`src/rtl/mips_ctrl_pkg.sv`:
```
`default_nettype none
// ============================================================================
// Module      : mips_ctrl_pkg
// Description : Shared encodings for the multicycle MIPS control unit:
//               FSM state type, opcode and funct field values, the internal
//               ALU-operation class and the 3-bit ALU control codes.
//               BNEEX is always present in the state type; it is only
//               reachable when the design is built with MC_BNE_EN.
// Ports       : none (package)
// Revision    : 1.0 - initial release
// ============================================================================
package mips_ctrl_pkg;

    // ------------------------------------------------------------------------
    // FSM states. Encodings 13..15 are never entered; the controller maps them
    // back to FETCH with all enables low.
    // ------------------------------------------------------------------------
    typedef enum logic [3:0] {
        FETCH   = 4'd0,
        DECODE  = 4'd1,
        MEMADR  = 4'd2,
        MEMRD   = 4'd3,
        MEMWB   = 4'd4,
        MEMWR   = 4'd5,
        RTYPEEX = 4'd6,
        RTYPEWB = 4'd7,
        BEQEX   = 4'd8,
        ADDIEX  = 4'd9,
        ADDIWB  = 4'd10,
        JEX     = 4'd11,
        BNEEX   = 4'd12
    } state_t;

    // ------------------------------------------------------------------------
    // Opcode field values, instr[31:26]
    // ------------------------------------------------------------------------
    localparam logic [5:0] OP_RTYPE = 6'b000000;
    localparam logic [5:0] OP_LW    = 6'b100011;
    localparam logic [5:0] OP_SW    = 6'b101011;
    localparam logic [5:0] OP_BEQ   = 6'b000100;
    localparam logic [5:0] OP_BNE   = 6'b000101;
    localparam logic [5:0] OP_ADDI  = 6'b001000;
    localparam logic [5:0] OP_J     = 6'b000010;

    // ------------------------------------------------------------------------
    // R-type funct field values, instr[5:0]
    // ------------------------------------------------------------------------
    localparam logic [5:0] FUNCT_ADD = 6'b100000;
    localparam logic [5:0] FUNCT_SUB = 6'b100010;
    localparam logic [5:0] FUNCT_AND = 6'b100100;
    localparam logic [5:0] FUNCT_OR  = 6'b100101;
    localparam logic [5:0] FUNCT_SLT = 6'b101010;

    // ------------------------------------------------------------------------
    // ALU operation class selected by the FSM. ALU_ADD is the all-zero
    // encoding so that states which do not use the ALU default to add.
    // ------------------------------------------------------------------------
    typedef enum logic [1:0] {
        ALU_ADD   = 2'b00,
        ALU_SUB   = 2'b01,
        ALU_FUNCT = 2'b10
    } aluop_t;

    // ------------------------------------------------------------------------
    // ALU control codes driven to the datapath
    // ------------------------------------------------------------------------
    localparam logic [2:0] ALUC_AND = 3'b000;
    localparam logic [2:0] ALUC_OR  = 3'b001;
    localparam logic [2:0] ALUC_ADD = 3'b010;
    localparam logic [2:0] ALUC_SUB = 3'b110;
    localparam logic [2:0] ALUC_SLT = 3'b111;

endpackage : mips_ctrl_pkg
`default_nettype wire

```
`src/rtl/aludec_mc.sv`:
```
`default_nettype none
// ============================================================================
// Module      : aludec_mc
// Description : Combinational ALU decoder. Maps the FSM's ALU operation class
//               plus the R-type funct field to the datapath's 3-bit ALU
//               control. Unknown funct codes and unused aluop encodings decode
//               to add so the output is always a defined value.
// Ports       : aluop_i      in  2  ALU operation class from the FSM
//               funct_i      in  6  R-type function field, instr[5:0]
//               alucontrol_o out 3  ALU control code
// Revision    : 1.0 - initial release
// ============================================================================
module aludec_mc
    import mips_ctrl_pkg::*;
(
    input  aluop_t      aluop_i,
    input  logic [5:0]  funct_i,
    output logic [2:0]  alucontrol_o
);

    always_comb begin
        alucontrol_o = ALUC_ADD;
        case (aluop_i)
            ALU_ADD: alucontrol_o = ALUC_ADD;
            ALU_SUB: alucontrol_o = ALUC_SUB;
            ALU_FUNCT: begin
                case (funct_i)
                    FUNCT_ADD: alucontrol_o = ALUC_ADD;
                    FUNCT_SUB: alucontrol_o = ALUC_SUB;
                    FUNCT_AND: alucontrol_o = ALUC_AND;
                    FUNCT_OR:  alucontrol_o = ALUC_OR;
                    FUNCT_SLT: alucontrol_o = ALUC_SLT;
                    default:   alucontrol_o = ALUC_ADD;
                endcase
            end
            default: alucontrol_o = ALUC_ADD;
        endcase
    end

endmodule : aludec_mc
`default_nettype wire

```
`src/rtl/multicycle_controller.sv`:
```
`default_nettype none
// ============================================================================
// Module      : multicycle_controller
// Description : Control unit for the multicycle MIPS datapath. A Moore FSM
//               steps through fetch/decode/execute/memory/writeback and drives
//               every datapath control input; an ALU decoder converts the
//               FSM's ALU operation class and funct into alucontrol.
//               Optional feature: define MC_BNE_EN to add bne support
//               (opcode 000101 -> BNEEX, branch taken when zero is low).
//               Without it, opcode 000101 is handled as an unknown op.
// Ports       : clk        in  1  system clock, rising edge
//               reset      in  1  synchronous active-high reset
//               op         in  6  opcode, instr[31:26]
//               funct      in  6  funct field, instr[5:0]
//               zero       in  1  ALU zero flag
//               pcEn       out 1  PC enable = pcwrite | (branch & taken)
//               IorD       out 1  memory address select (0 pc, 1 aluout)
//               memwrite   out 1  data memory write strobe
//               IRwrite    out 1  instruction register enable
//               regdst     out 1  write register select (0 rt, 1 rd)
//               memtoreg   out 1  writeback select (0 aluout, 1 data)
//               regwrite   out 1  register file write enable
//               alusrcA    out 1  ALU A select (0 pc, 1 regA)
//               alusrcB    out 2  ALU B select (regB/4/signimm/signimm<<2)
//               pcsrc      out 2  next-PC select (aluresult/aluout/jump)
//               alucontrol out 3  ALU operation code
// Revision    : 1.0 - initial release
// ============================================================================
module multicycle_controller
    import mips_ctrl_pkg::*;
(
    input  logic        clk,
    input  logic        reset,
    input  logic [5:0]  op,
    input  logic [5:0]  funct,
    input  logic        zero,
    output logic        pcEn,
    output logic        IorD,
    output logic        memwrite,
    output logic        IRwrite,
    output logic        regdst,
    output logic        memtoreg,
    output logic        regwrite,
    output logic        alusrcA,
    output logic [1:0]  alusrcB,
    output logic [1:0]  pcsrc,
    output logic [2:0]  alucontrol
);

    state_t   state_q;
    state_t   state_d;

    logic     w_pcwrite;
    logic     w_branch;
    logic     w_branch_ne;   // branch polarity: taken on ~zero instead of zero
    aluop_t   w_aluop;

    // ------------------------------------------------------------------------
    // State register: the only storage in the controller
    // ------------------------------------------------------------------------
    always_ff @(posedge clk) begin
        if (reset) begin
            state_q <= FETCH;
        end else begin
            state_q <= state_d;
        end
    end

    // ------------------------------------------------------------------------
    // Next-state logic. op is stable for the whole instruction because it
    // comes from the instruction register, which only loads in FETCH.
    // ------------------------------------------------------------------------
    always_comb begin
        state_d = FETCH;
        case (state_q)
            FETCH:   state_d = DECODE;
            DECODE: begin
                case (op)
                    OP_LW,
                    OP_SW:    state_d = MEMADR;
                    OP_RTYPE: state_d = RTYPEEX;
                    OP_BEQ:   state_d = BEQEX;
                    OP_ADDI:  state_d = ADDIEX;
                    OP_J:     state_d = JEX;
`ifdef MC_BNE_EN
                    OP_BNE:   state_d = BNEEX;
`endif
                    // Unknown opcodes retire as a NOP
                    default:  state_d = FETCH;
                endcase
            end
            MEMADR:  state_d = (op == OP_SW) ? MEMWR : MEMRD;
            MEMRD:   state_d = MEMWB;
            MEMWB:   state_d = FETCH;
            MEMWR:   state_d = FETCH;
            RTYPEEX: state_d = RTYPEWB;
            RTYPEWB: state_d = FETCH;
            BEQEX:   state_d = FETCH;
            ADDIEX:  state_d = ADDIWB;
            ADDIWB:  state_d = FETCH;
            JEX:     state_d = FETCH;
`ifdef MC_BNE_EN
            BNEEX:   state_d = FETCH;
`endif
            default: state_d = FETCH;
        endcase
    end

    // ------------------------------------------------------------------------
    // Output logic. Every control defaults low; each state raises only what
    // it uses. While reset is asserted the mux selects show the FETCH
    // settings and every enable is held low, regardless of the current state.
    // ------------------------------------------------------------------------
    always_comb begin
        IorD        = 1'b0;
        memwrite    = 1'b0;
        IRwrite     = 1'b0;
        regdst      = 1'b0;
        memtoreg    = 1'b0;
        regwrite    = 1'b0;
        alusrcA     = 1'b0;
        alusrcB     = 2'b00;
        pcsrc       = 2'b00;
        w_pcwrite   = 1'b0;
        w_branch    = 1'b0;
        w_branch_ne = 1'b0;
        w_aluop     = ALU_ADD;

        case (state_q)
            FETCH: begin
                IRwrite   = 1'b1;
                alusrcB   = 2'b01;
                w_pcwrite = 1'b1;
            end
            DECODE: begin
                // Precompute the branch target into aluout
                alusrcB   = 2'b11;
            end
            MEMADR: begin
                alusrcA   = 1'b1;
                alusrcB   = 2'b10;
            end
            MEMRD: begin
                IorD      = 1'b1;
            end
            MEMWB: begin
                memtoreg  = 1'b1;
                regwrite  = 1'b1;
            end
            MEMWR: begin
                IorD      = 1'b1;
                memwrite  = 1'b1;
            end
            RTYPEEX: begin
                alusrcA   = 1'b1;
                w_aluop   = ALU_FUNCT;
            end
            RTYPEWB: begin
                regdst    = 1'b1;
                regwrite  = 1'b1;
            end
            BEQEX: begin
                alusrcA   = 1'b1;
                w_aluop   = ALU_SUB;
                pcsrc     = 2'b01;
                w_branch  = 1'b1;
            end
            ADDIEX: begin
                alusrcA   = 1'b1;
                alusrcB   = 2'b10;
            end
            ADDIWB: begin
                regwrite  = 1'b1;
            end
            JEX: begin
                pcsrc     = 2'b10;
                w_pcwrite = 1'b1;
            end
`ifdef MC_BNE_EN
            BNEEX: begin
                alusrcA     = 1'b1;
                w_aluop     = ALU_SUB;
                pcsrc       = 2'b01;
                w_branch    = 1'b1;
                w_branch_ne = 1'b1;
            end
`endif
            default: begin
                // Unreachable encodings: keep all defaults (NOP)
            end
        endcase

        pcEn = w_pcwrite | (w_branch & (zero ^ w_branch_ne));

        if (reset) begin
            pcEn      = 1'b0;
            IRwrite   = 1'b0;
            memwrite  = 1'b0;
            regwrite  = 1'b0;
            IorD      = 1'b0;
            alusrcA   = 1'b0;
            alusrcB   = 2'b01;
            pcsrc     = 2'b00;
            regdst    = 1'b0;
            memtoreg  = 1'b0;
            w_aluop   = ALU_ADD;
        end
    end

    // ------------------------------------------------------------------------
    // ALU decoder
    // ------------------------------------------------------------------------
    aludec_mc u_aludec (
        .aluop_i      (w_aluop),
        .funct_i      (funct),
        .alucontrol_o (alucontrol)
    );

endmodule : multicycle_controller
`default_nettype wire

```
`config.mk`:
```
export PLATFORM = sky130hd
export DESIGN_NAME = multicycle_controller
export DESIGN_NICKNAME = d
export VERILOG_FILES = /design/src/rtl/mips_ctrl_pkg.sv /design/src/rtl/aludec_mc.sv /design/src/rtl/multicycle_controller.sv
export SDC_FILE = /design/constraint.sdc
export NUM_CORES = 1
export LEC_CHECK = 0
export ABC_AREA = 1
export CORE_UTILIZATION = 34
export CTS_CLUSTER_SIZE = 14
export DETAILED_ROUTE_END_ITERATION = 16
export PLACE_DENSITY_LB_ADDON = 0.25
export RECOVER_POWER = 50
export SETUP_SLACK_MARGIN = 0.5
export SYNTH_ARGS = -nofsm -noshare
export SYNTH_HDL_FRONTEND = slang
export SYNTH_SLANG_ARGS = --single-unit
```
`constraint.sdc`:
```
create_clock -name clk -period 1.6 [get_ports clk]
set_clock_uncertainty 0.1 [all_clocks]
set_input_delay 0.16 -clock clk [delete_from_list [all_inputs] [get_ports clk]]
set_output_delay 0.16 -clock clk [all_outputs]
set_load 0.005 [all_outputs]
```
==> impl_metrics.env <==
export IMPL_status="finished, violations left"
export IMPL_failed_checks="negative setup slack"
export IMPL_drt_iter0_markers=20
export IMPL_diodes=0
export IMPL_gp_congestion=0.836
export IMPL_synth_top_area_share_pct=16.3
export IMPL_finalWorstSetupSlack_ps=-338
export IMPL_max_vdd_ir_drop_v=0.000360
export IMPL_grt_max_degree=9
export IMPL_min_period_over_period_pct=121
export IMPL_drive_gt1_share_pct=55.7
export IMPL_dp_cells=172
export IMPL_holdCritStartpoint="reset"
export IMPL_critPathSlowestCell="dfxtp_2"
export IMPL_synth_ff_type="dfxtp_1"
export IMPL_cp_num_buf_inv=3
export IMPL_min_path_cells=3
export IMPL_cts_sinks=4
export IMPL_synth_nets=128
export IMPL_powerDensity_nw_per_um2=306
export IMPL_area_growth_pct=123
export IMPL_design_die_area_um2=1860
export IMPL_vias_per_cell=5.06
export IMPL_r2r_cells=13
export IMPL_timing_final_max_slew_violations=0
export IMPL_cts_inserted_buffers=3
export IMPL_arrival_ps=1680
export IMPL_ios=30
export IMPL_tightest_slew_ps=221
export IMPL_antenna_found_initial=0
export IMPL_yosysMostFrequentCell="nor2_1"
export IMPL_firstDrtPassIters=4
export IMPL_min_period_ps=1940
export IMPL_ys_seq_area_share_pct=13.9
export IMPL_cp_cell_sequence="nor2_2, nand2_2, nor2_4, inv_2, ha_4, inv_4, nand4_1, o22ai_1, buf_2"
export IMPL_r2r_end="state_q[2]"
export IMPL_critPathTopFamily="simple AND/OR/NAND/NOR gates"
export IMPL_placed_cell_area_um2=1040
export IMPL_holdWs_ps=472
export IMPL_syn_inst=111
export IMPL_max_cap_viol_count=0
export IMPL_wl_per_cell_um=12.7
export IMPL_fmax_mhz=516
export IMPL_yosysWarnings=0
export IMPL_drcViolationCount=0
export IMPL_htreeDepth=1
export IMPL_netlist_top_cells_count="nor2_1, nand2_1, inv_1"
export IMPL_startpoint_type="flip-flop"
export IMPL_postSynth_asyncResetShare_pct=0
export IMPL_synthTopCellsByArea="nor2_1, dfxtp_1, nand2_1"
export IMPL_root_buffer="clkbuf_4"
export IMPL_final_nets=193
export IMPL_rsz0062_at_grt="true"
export IMPL_ff2ff_setup_slack_ps=-40
export IMPL_hold_viol=0
export IMPL_fp_dieW_um=43.1
export IMPL_path_max_fanout=3
export IMPL_synth_enable_flop_cells=0
export IMPL_tns_ps=-1610
export IMPL_fp_dieH_um=43.1
export IMPL_grt_pass1_vias=903
export IMPL_synth_cell_type_count=22
export IMPL_initial_core_util_pct=37.3
export IMPL_route_antenna_remaining_nets=0
export IMPL_overflow=0
export IMPL_reg_top3="state_q (4)"
export IMPL_cts_tree="built"
export IMPL_ys_seq_elements=4
export IMPL_synth_area_um2=574
export IMPL_grt_pass1_wl_um=3690
export IMPL_critPathCaptureType="primary output"
export IMPL_synth_largest_area_cell="nor2_1"
export IMPL_insertion_delay_ps=240
export IMPL_finalInstanceArea_um2=1280
export IMPL_path_class="reg2out"
export IMPL_worstReg2RegStart="state_q[2]"
export IMPL_core_area_um2=1540
export IMPL_regMostFlops="state_q"
export IMPL_slew_headroom_pct=85.1
export IMPL_route_vias_total=962
export IMPL_setup_viol=12
export IMPL_p_total_mw=0.392
export IMPL_layout_cells_non_filler=190
export IMPL_max_stage_delay_ps=340
export IMPL_syn_area_per_cell_um2=5.17
export IMPL_holdPathEnd="state_q[1]"
export IMPL_portBuffers=29
export IMPL_largest_register_ffs=4
export IMPL_row_count=14
export IMPL_hpwl_um=1400
export IMPL_hp_class="in2reg"
export IMPL_num_fill_cells=90
export IMPL_power_leakage_nw=0.645
export IMPL_worstPathRequired_ps=1340
export IMPL_cts_clk_slew_worst_paths_ps=40
export IMPL_routed_wl_um=2410
export IMPL_gr_usage_all_layers_pct=25.5
export IMPL_cts_buffer_depth=2
export IMPL_crit_path_start="state_q[0]"
==> layer usage <==
metal  track usage [%]  routed length, um  vias up
met4              4.85                 33        0
met2              47.5               1280       36
met1              29.0                957      440
met3              5.96                139        6
li1                  -                  -      480
met5                 0                  0        -
==> kinds of logic after synthesis <==
group | after synthesis | synth area share (%)
AND/OR/NAND/NOR | 68 | 53.2
buffers and inverters | 25 | 17.2
AO/OA/AOI/OAI | 12 | 11.3
flip-flops | 4 | 13.9
adder cells (fa/ha/maj) | 2 | 4.36
==> final cells by class <==
cell class | instances | area (um^2) | area share, %
clock buffer | 3 | 22.5 | 1.76
sequential | 4 | 90.1 | 7.03
tap | 16 | 20.0 | 1.56
multi-input combinational | 82 | 564 | 44.0
timing repair buffer | 62 | 488 | 38.1
inverter | 23 | 96.3 | 7.52
==> cell usage in the layout (no fill, tap or decap), drive strengths merged, types with 2 or more instances in the layout <==
master,count
dfxtp,4
inv,23
nand3,13
nor2,28
ha,2
a21oi,5
nand2,21
nor3,2
nand4,2
buf,47
clkbuf,4
clkdlybuf4s50,13
o21ai,4
==> tightest hold or removal path, stage by stage <==
cell	delay (ps)
dlygate4sd2_1	320
buf_4	230
a21oi_1	50
==> how the worst max path moves through the flow <==
stage | depth (start not counted) | endpoint
after floorplan | 9 | alucontrol[0]
after global placement | 8 | alucontrol[0]
final | 9 | alucontrol[0]
after global routing | 9 | alucontrol[0]
after detailed placement | 8 | alucontrol[0]
after CTS | 9 | alucontrol[0]
==> per-stage QoR <==
stage / setup slack, ps / util, %
floorplan: -4.51 / -
global placement: -531 / 67.4
detailed placement: -577 / 67.4
CTS: -253 / 75.6
global route: -390 / 83.1
finish: -338 / 83.1
==> power breakdown <==
group | internal (mW) | leakage (nW) | switching (mW) | total (mW)
combinational | 0.0792 | 0.596 | 0.0756 | 0.155
clock | 0.0843 | 0.0138 | 0.0478 | 0.132
sequential | 0.101 | 0.0349 | 0.00476 | 0.106
total | 0.264 | 0.645 | 0.128 | 0.392
==> repair_timing <==
item / in CTS / in global routing
hold buffers: 0 / 0
pin swaps: 18 / 14
buffers inserted: 9 / 6
endpoints found under the setup margin: 19 / 19
gates cloned: 0 / 0
resized for setup: 90 / 24
Power figures use the tool's default switching activity.
